===== src/rtl/seg_display_arbiter_if.sv =====
// Bus bundle between the display arbiter and its time/edit/alarm sources
// plus the segment pad drivers.
interface seg_display_arbiter_if;
  logic [2:0]  req;
  logic [31:0] data0;
  logic [31:0] data1;
  logic [31:0] data2;
  logic [7:0]  blink_mask;
  logic [2:0]  gnt;
  logic        gnt_chg;
  logic [7:0]  seg_data;
  logic [7:0]  seg_data2;
  logic [7:0]  seg_cs;

  modport master (
    output req, data0, data1, data2, blink_mask,
    input  gnt, gnt_chg, seg_data, seg_data2, seg_cs
  );

  modport slave (
    input  req, data0, data1, data2, blink_mask,
    output gnt, gnt_chg, seg_data, seg_data2, seg_cs
  );
endinterface


===== src/rtl/seg_display_arbiter.sv =====
// Fixed-priority owner arbitration with minimum hold, two-bank 4-slot scan,
// editor field blink and nibble-to-7-segment decode for an 8-digit display.
module seg_display_arbiter #(
  parameter int SCAN_DIV  = 100_000,
  parameter int BLINK_DIV = 50_000_000,
  parameter int MIN_HOLD  = 10_000_000
) (
  input  logic                  clk,
  input  logic                  rst,
  seg_display_arbiter_if.slave  bus
);

  localparam int SCAN_W  = (SCAN_DIV  > 1) ? $clog2(SCAN_DIV)  : 1;
  localparam int BLINK_W = (BLINK_DIV > 1) ? $clog2(BLINK_DIV) : 1;
  // One extra code point so the counter can actually rest at MIN_HOLD.
  localparam int HOLD_W  = (MIN_HOLD  > 0) ? $clog2(MIN_HOLD + 1) : 1;

  localparam logic [SCAN_W-1:0]  SCAN_LAST  = SCAN_W'(SCAN_DIV - 1);
  localparam logic [BLINK_W-1:0] BLINK_LAST = BLINK_W'(BLINK_DIV - 1);
  localparam logic [HOLD_W-1:0]  HOLD_MAX   = HOLD_W'(MIN_HOLD);

  localparam logic [2:0] GNT_NONE  = 3'b000;
  localparam logic [2:0] GNT_CLK   = 3'b001;
  localparam logic [2:0] GNT_EDIT  = 3'b010;
  localparam logic [2:0] GNT_ALARM = 3'b100;

  function automatic logic [7:0] seg_decode(input logic [3:0] nib);
    case (nib)
      4'h0:    seg_decode = 8'hFC;
      4'h1:    seg_decode = 8'h60;
      4'h2:    seg_decode = 8'hDA;
      4'h3:    seg_decode = 8'hF2;
      4'h4:    seg_decode = 8'h66;
      4'h5:    seg_decode = 8'hB6;
      4'h6:    seg_decode = 8'hBE;
      4'h7:    seg_decode = 8'hE0;
      4'h8:    seg_decode = 8'hFE;
      4'h9:    seg_decode = 8'hF6;
      4'hF:    seg_decode = 8'h02;
      default: seg_decode = 8'h00;
    endcase
  endfunction

  function automatic logic [HOLD_W-1:0] hold_sat_inc(input logic [HOLD_W-1:0] h);
    hold_sat_inc = (h >= HOLD_MAX) ? HOLD_MAX : h + HOLD_W'(1);
  endfunction

  logic [2:0]         gnt_p1;
  logic               gnt_chg_p1;
  logic [HOLD_W-1:0]  hold_cnt;
  logic [SCAN_W-1:0]  scan_cnt;
  logic [1:0]         idx;
  logic [BLINK_W-1:0] blink_cnt;
  logic               blink_ph;
  logic [7:0]         seg_data_p1;
  logic [7:0]         seg_data2_p1;
  logic [7:0]         seg_cs_p1;

  logic [2:0]  top_req_p0;
  logic [2:0]  gnt_nxt_p0;
  logic        higher_p0;
  logic [31:0] src_p0;
  logic [3:0]  nib_hi_p0;
  logic [3:0]  nib_lo_p0;
  logic        blink_on_p0;
  logic        blank_hi_p0;
  logic        blank_lo_p0;
  logic [7:0]  seg_hi_p0;
  logic [7:0]  seg_lo_p0;
  logic [7:0]  cs_p0;

  // Stage p0: arbitration decision and segment decode from registered state
  always_comb begin
    top_req_p0 = GNT_NONE;
    if (bus.req[2])      top_req_p0 = GNT_ALARM;
    else if (bus.req[1]) top_req_p0 = GNT_EDIT;
    else if (bus.req[0]) top_req_p0 = GNT_CLK;

    case (gnt_p1)
      GNT_CLK:  higher_p0 = bus.req[2] | bus.req[1];
      GNT_EDIT: higher_p0 = bus.req[2];
      default:  higher_p0 = 1'b0;
    endcase

    gnt_nxt_p0 = gnt_p1;
    if (gnt_p1 == GNT_NONE || (bus.req & gnt_p1) == 3'b000)
      gnt_nxt_p0 = top_req_p0;
    else if (higher_p0 && hold_cnt >= HOLD_MAX)
      gnt_nxt_p0 = top_req_p0;
  end

  always_comb begin
    case (gnt_p1)
      GNT_CLK:   src_p0 = bus.data0;
      GNT_EDIT:  src_p0 = bus.data1;
      GNT_ALARM: src_p0 = bus.data2;
      default:   src_p0 = 32'h0;
    endcase
    nib_hi_p0   = src_p0[{1'b1, idx, 2'b00} +: 4];
    nib_lo_p0   = src_p0[{1'b0, idx, 2'b00} +: 4];
    blink_on_p0 = (gnt_p1 == GNT_EDIT) && blink_ph;
    blank_hi_p0 = blink_on_p0 && bus.blink_mask[{1'b1, idx}];
    blank_lo_p0 = blink_on_p0 && bus.blink_mask[{1'b0, idx}];
    seg_hi_p0   = (gnt_p1 == GNT_NONE || blank_hi_p0) ? 8'h00 : seg_decode(nib_hi_p0);
    seg_lo_p0   = (gnt_p1 == GNT_NONE || blank_lo_p0) ? 8'h00 : seg_decode(nib_lo_p0);
    cs_p0       = {4'b0001 << idx, 4'b0001 << idx};
  end

  // Stage p1: registered grant, counters and pad outputs
  always_ff @(posedge clk) begin
    if (rst) begin
      gnt_p1       <= GNT_NONE;
      gnt_chg_p1   <= 1'b0;
      hold_cnt     <= '0;
      scan_cnt     <= '0;
      idx          <= 2'd0;
      blink_cnt    <= '0;
      blink_ph     <= 1'b0;
      seg_data_p1  <= 8'h00;
      seg_data2_p1 <= 8'h00;
      seg_cs_p1    <= 8'h00;
    end else begin
      gnt_p1     <= gnt_nxt_p0;
      gnt_chg_p1 <= (gnt_nxt_p0 != gnt_p1);
      hold_cnt   <= (gnt_nxt_p0 != gnt_p1) ? '0 : hold_sat_inc(hold_cnt);

      if (scan_cnt == SCAN_LAST) begin
        scan_cnt <= '0;
        idx      <= idx + 2'd1;
      end else begin
        scan_cnt <= scan_cnt + SCAN_W'(1);
      end

      if (blink_cnt == BLINK_LAST) begin
        blink_cnt <= '0;
        blink_ph  <= ~blink_ph;
      end else begin
        blink_cnt <= blink_cnt + BLINK_W'(1);
      end

      seg_data_p1  <= seg_hi_p0;
      seg_data2_p1 <= seg_lo_p0;
      seg_cs_p1    <= cs_p0;
    end
  end

  assign bus.gnt       = gnt_p1;
  assign bus.gnt_chg   = gnt_chg_p1;
  assign bus.seg_data  = seg_data_p1;
  assign bus.seg_data2 = seg_data2_p1;
  assign bus.seg_cs    = seg_cs_p1;

endmodule


===== src/flat_wrapper.sv =====
// flat-port wrapper written by rule: the top's interface ports become plain ports
module seg_display_arbiter_flat 
#(
  parameter int SCAN_DIV  = 100_000,
  parameter int BLINK_DIV = 50_000_000,
  parameter int MIN_HOLD  = 10_000_000
)
  (clk, rst, bus_req, bus_data0, bus_data1, bus_data2, bus_blink_mask, bus_gnt, bus_gnt_chg, bus_seg_data, bus_seg_data2, bus_seg_cs);
  seg_display_arbiter_if bus_i ();
  input  logic clk;
  input  logic rst;
  input wire logic [$bits(bus_i.req)-1:0] bus_req;
  input wire logic [$bits(bus_i.data0)-1:0] bus_data0;
  input wire logic [$bits(bus_i.data1)-1:0] bus_data1;
  input wire logic [$bits(bus_i.data2)-1:0] bus_data2;
  input wire logic [$bits(bus_i.blink_mask)-1:0] bus_blink_mask;
  output wire logic [$bits(bus_i.gnt)-1:0] bus_gnt;
  output wire logic [$bits(bus_i.gnt_chg)-1:0] bus_gnt_chg;
  output wire logic [$bits(bus_i.seg_data)-1:0] bus_seg_data;
  output wire logic [$bits(bus_i.seg_data2)-1:0] bus_seg_data2;
  output wire logic [$bits(bus_i.seg_cs)-1:0] bus_seg_cs;
  assign bus_i.req = bus_req;
  assign bus_i.data0 = bus_data0;
  assign bus_i.data1 = bus_data1;
  assign bus_i.data2 = bus_data2;
  assign bus_i.blink_mask = bus_blink_mask;
  assign bus_gnt = bus_i.gnt;
  assign bus_gnt_chg = bus_i.gnt_chg;
  assign bus_seg_data = bus_i.seg_data;
  assign bus_seg_data2 = bus_i.seg_data2;
  assign bus_seg_cs = bus_i.seg_cs;
  seg_display_arbiter #(.SCAN_DIV(SCAN_DIV), .BLINK_DIV(BLINK_DIV), .MIN_HOLD(MIN_HOLD)) u_core (.clk(clk), .rst(rst), .bus(bus_i));
endmodule

===== config.mk =====
export PLATFORM = sky130hd
export DESIGN_NAME = seg_display_arbiter_flat
export DESIGN_NICKNAME = d
export VERILOG_FILES = /design/src/rtl/seg_display_arbiter_if.sv /design/src/rtl/seg_display_arbiter.sv /design/src/flat_wrapper.sv
export SDC_FILE = /design/constraint.sdc
export NUM_CORES = 1
export LEC_CHECK = 0
export CAP_MARGIN = 20
export CELL_PAD_IN_SITES_DETAIL_PLACEMENT = 1
export CELL_PAD_IN_SITES_GLOBAL_PLACEMENT = 2
export CORE_MARGIN = 2
export CORE_UTILIZATION = 27
export CTS_BUF_LIST = sky130_fd_sc_hd__clkbuf_2
export DETAILED_ROUTE_END_ITERATION = 7
export GPL_ROUTABILITY_DRIVEN = 1
export PLACE_DENSITY_LB_ADDON = 0.1
export SETUP_SLACK_MARGIN = 0.5
export SYNTH_ARGS = -nofsm -noshare
export SYNTH_HDL_FRONTEND = slang
export SYNTH_SLANG_ARGS = --single-unit

===== constraint.sdc =====
create_clock -name clk -period 2.1 [get_ports clk]
set_input_delay 0.63 -clock clk [delete_from_list [all_inputs] [get_ports clk]]
set_output_delay 0.63 -clock clk [all_outputs]
set_load 0.01 [all_outputs]

==> run metrics <==
DRT Pass-1 Iters=4; # IOs=about 140; Seq pwr share=~50%; busiest grt layer=met2; Clock Tree Buf Depth=2; Detail Placement HPWL=12900 µm; Clock power frac=a little under a quarter; Int Pwr=2500 µW; core area=0.0188 mm²; global-route track usage on met2=31.7%; antenna violations before repair=3; Synth Flop Type=dfxtp_1; Synth area leaders=dfxtp_1 (35%), nor2_1 (6.4%), xnor2_1 (5.6%), xor2_1 (5.2%), ha_1 (4.3%); Reg clk slew, reported paths=~0.27 ns; layout cells sized above 1=43.0%; CP Max Fanout=6; Post-synth EDFFs=0; top-count cell post-synth=dfxtp_1; largest net degree at the start of global routing=25; Post-synth top cells=dfxtp_1 (92), nor2_1 (89), a21oi_1 (40); final std cells w/o fill=~1100; Setup WS post-layout=-0.298 ns; Ys Warns=0; Seq/Total Area, Yosys=a little over a third; final number of hold-violating endpoints=0; Combinational Power Share=26.4%; Avg WL per Cell=16.9 µm; Clk Latency, worst-skew pair=around 0.58 ns; RSZ-0062 raised after global routing=yes; post-route ant nets=0; chip height=143 µm; Async S/R FF share, synth=0%; # hold bufs at CTS=0; Residual DRC=0; CTS H-Tree Depth=3; Hold Crit Depth=1; Worst setup EP type=flip-flop; via count of the first global-routing pass=5485; failing checks=setup timing; placed insts=981; Slew Limit Fails=0; Area Growth Syn to Fin=67.2%; Congestion Overflow GR=0; Setup Skew=0.0264 ns; Tcrit/Tclk final=114%; Worst Reg-to-Reg Cells=11; Die ar.=0.0204 mm²; met3 GRT Util=6.14%; GRT met1 Usage=20.3%; root buf cell=clkbuf_2; Final #Nets=~960; RD Place Congestion=between 0.8 and 0.9; Initial Utilization=between 20% and 30%; Max Cap Violations=0; Worst VDD drop=256 µV; hold slack=0.469 ns; area leader, netlist=dfxtp_1; Switch Pwr=1120 µW; Synth Cell Area=0.00519 mm²; fin crit period=2.40 ns; Power Dens Cells=between 400 and 500 mW/mm²; total CTS buffers=9; WL final=18200 µm; post-synthesis register bit count=between 90 and 100; crit path kind=flip-flop to flip-flop; WP data arrival=around 2.9 ns; Lkg Pwr=0.00319 µW; TritonCTS Sinks=92; HP Class=flip-flop to flip-flop; synthesized netlist cell count=599; first-pass GRT wire length=28500 µm; Yosys cell types=57; Port Buffers=134; setup violators final=14; FP Rows=50; status=finished with violations; Critical Path RT=2.62 ns; Util after Layout=46.3%; vias per cell=roughly 4.9; Sw Ratio=30.9%; Synth Area per Inst=8.67 µm²; CTS tree=yes; setup tns final=-3.36 ns; Overall Global Routing Usage=17.7%; DR vias=5254; post-synth top area share=35.5%; fmax=0.417 GHz; die span in x=143 µm; crit path launch type=flip-flop; starting DRC count in detailed routing=91
-- logic make-up (layout without fill, tap and decap cells) --
group           Yosys count  after routing  synth area share [%]
simple gates            216            223                  21.7
buf+inv                  61            295                  6.60
mux                      11             11                  3.08
compound gates          136            136                  17.9
other cells               1              3                0.0722
xor+xnor                 64             64                  10.8
fa+ha+maj                18             18                  4.34
flops                    92             92                  35.5
-- routing by layer --
layer | vias up | wire length [µm]
met3 | 12 | 1180
met2 | 128 | 9330
met4 | 4 | 162
li1 | 2597 | -
met5 | - | 23
met1 | 2513 | 7510
-- sequential cells by signal, indices dropped and copies added (netlist names) --
| name | count |
|---|---|
| u_core.blink_ph | 1 |
| u_core.scan_cnt | 17 |
| u_core.bus.gnt_chg | 1 |
| u_core.bus.seg_data | 7 |
| u_core.blink_cnt | 26 |
| u_core.idx | 2 |
| u_core.bus.gnt | 3 |
| u_core.bus.seg_cs | 4 |
| u_core.bus.seg_data2 | 7 |
| u_core.hold_cnt | 24 |
-- worst max-delay path, stage by stage (launching register included) --
cell and delay (ns):
dfxtp_4 0.43, buf_12 0.13, nor3b_4 0.30, clkbuf_16 0.22, a221oi_2 0.05, or4b_4 0.55
buf_8 0.16, inv_8 0.06, ha_4 0.20, inv_4 0.06, o21ai_2 0.05, a21oi_2 0.14
-- path summary, 6_finish.rpt --
| check | from | to | slack [ns] |
|---|---|---|---|
| min reg2reg | u_core.scan_cnt[0] | u_core.scan_cnt[0] | 0.47 |
| min | u_core.scan_cnt[0] | u_core.scan_cnt[0] | 0.47 |
| max reg2reg | u_core.bus.gnt[0] | u_core.bus.seg_data2[6] | -0.30 |
| max | u_core.bus.gnt[0] | u_core.bus.seg_data2[6] | -0.30 |
-- power by group through the flow --
stage	logic [µW]	registers, µW	clock network (µW)
global route	1030	1830	979
detailed placement	753	1860	0
CTS	840	1840	892
finish	955	1820	835
floorplan	345	1870	0
global placement	738	1860	0
-- cell type report --
cell class | count | area (µm²)
timing repair buffer | 254 | 2480
clock buffer | 9 | 45.0
tap | 234 | 293
inverter | 25 | 118
multi-input combinational | 454 | 3730
antenna | 1 | 2.50
sequential | 92 | 1960
clock inverter | 7 | 50.0
fill | 2113 | 10100
-- cells in the final DEF (no fill, tap or decap), drive strengths merged, types with 2 or more instances in the layout --
cell type and instances:
o2bb2ai 2, clkdlybuf4s50 108, nand2 30, xnor2 33
a21bo 2, nand3b 3, a22oi 28, ha 18
dfxtp 92, and4 7, o31ai 4, or2 9
clkinv 4, buf 143, conb 2, o211ai 2
nand3 27, a221oi 6, and3 8, nor3 7
o21ai 30, nand2b 6, nor3b 2, o32ai 8
a22o 6, nor2 89, mux4 2, nor4 6
inv 27, nor2b 7, nand4 14, a311o 2
or4b 2, clkbuf 11, xor2 31, mux2i 9
a21oi 40
-- per-stage QoR --
step | cell area, µm² | setup slack (ns) | total power [µW]
finish | 8680 | -0.298 | 3610
global route | 8680 | -0.409 | 3850
CTS | 7820 | -0.216 | 3570
detailed placement | 7090 | -0.570 | 2610
global placement | 7090 | -0.531 | 2600
floorplan | 5340 | -0.116 | 2210
-- timing repair --
item,4_1_cts,5_1_grt
endpoints found under the setup margin,111,113
cloned,6,4
resized for setup,239,142
pin swaps,23,71
setup buffers,27,41
Note: power is estimated with default switching activity, not from simulation.
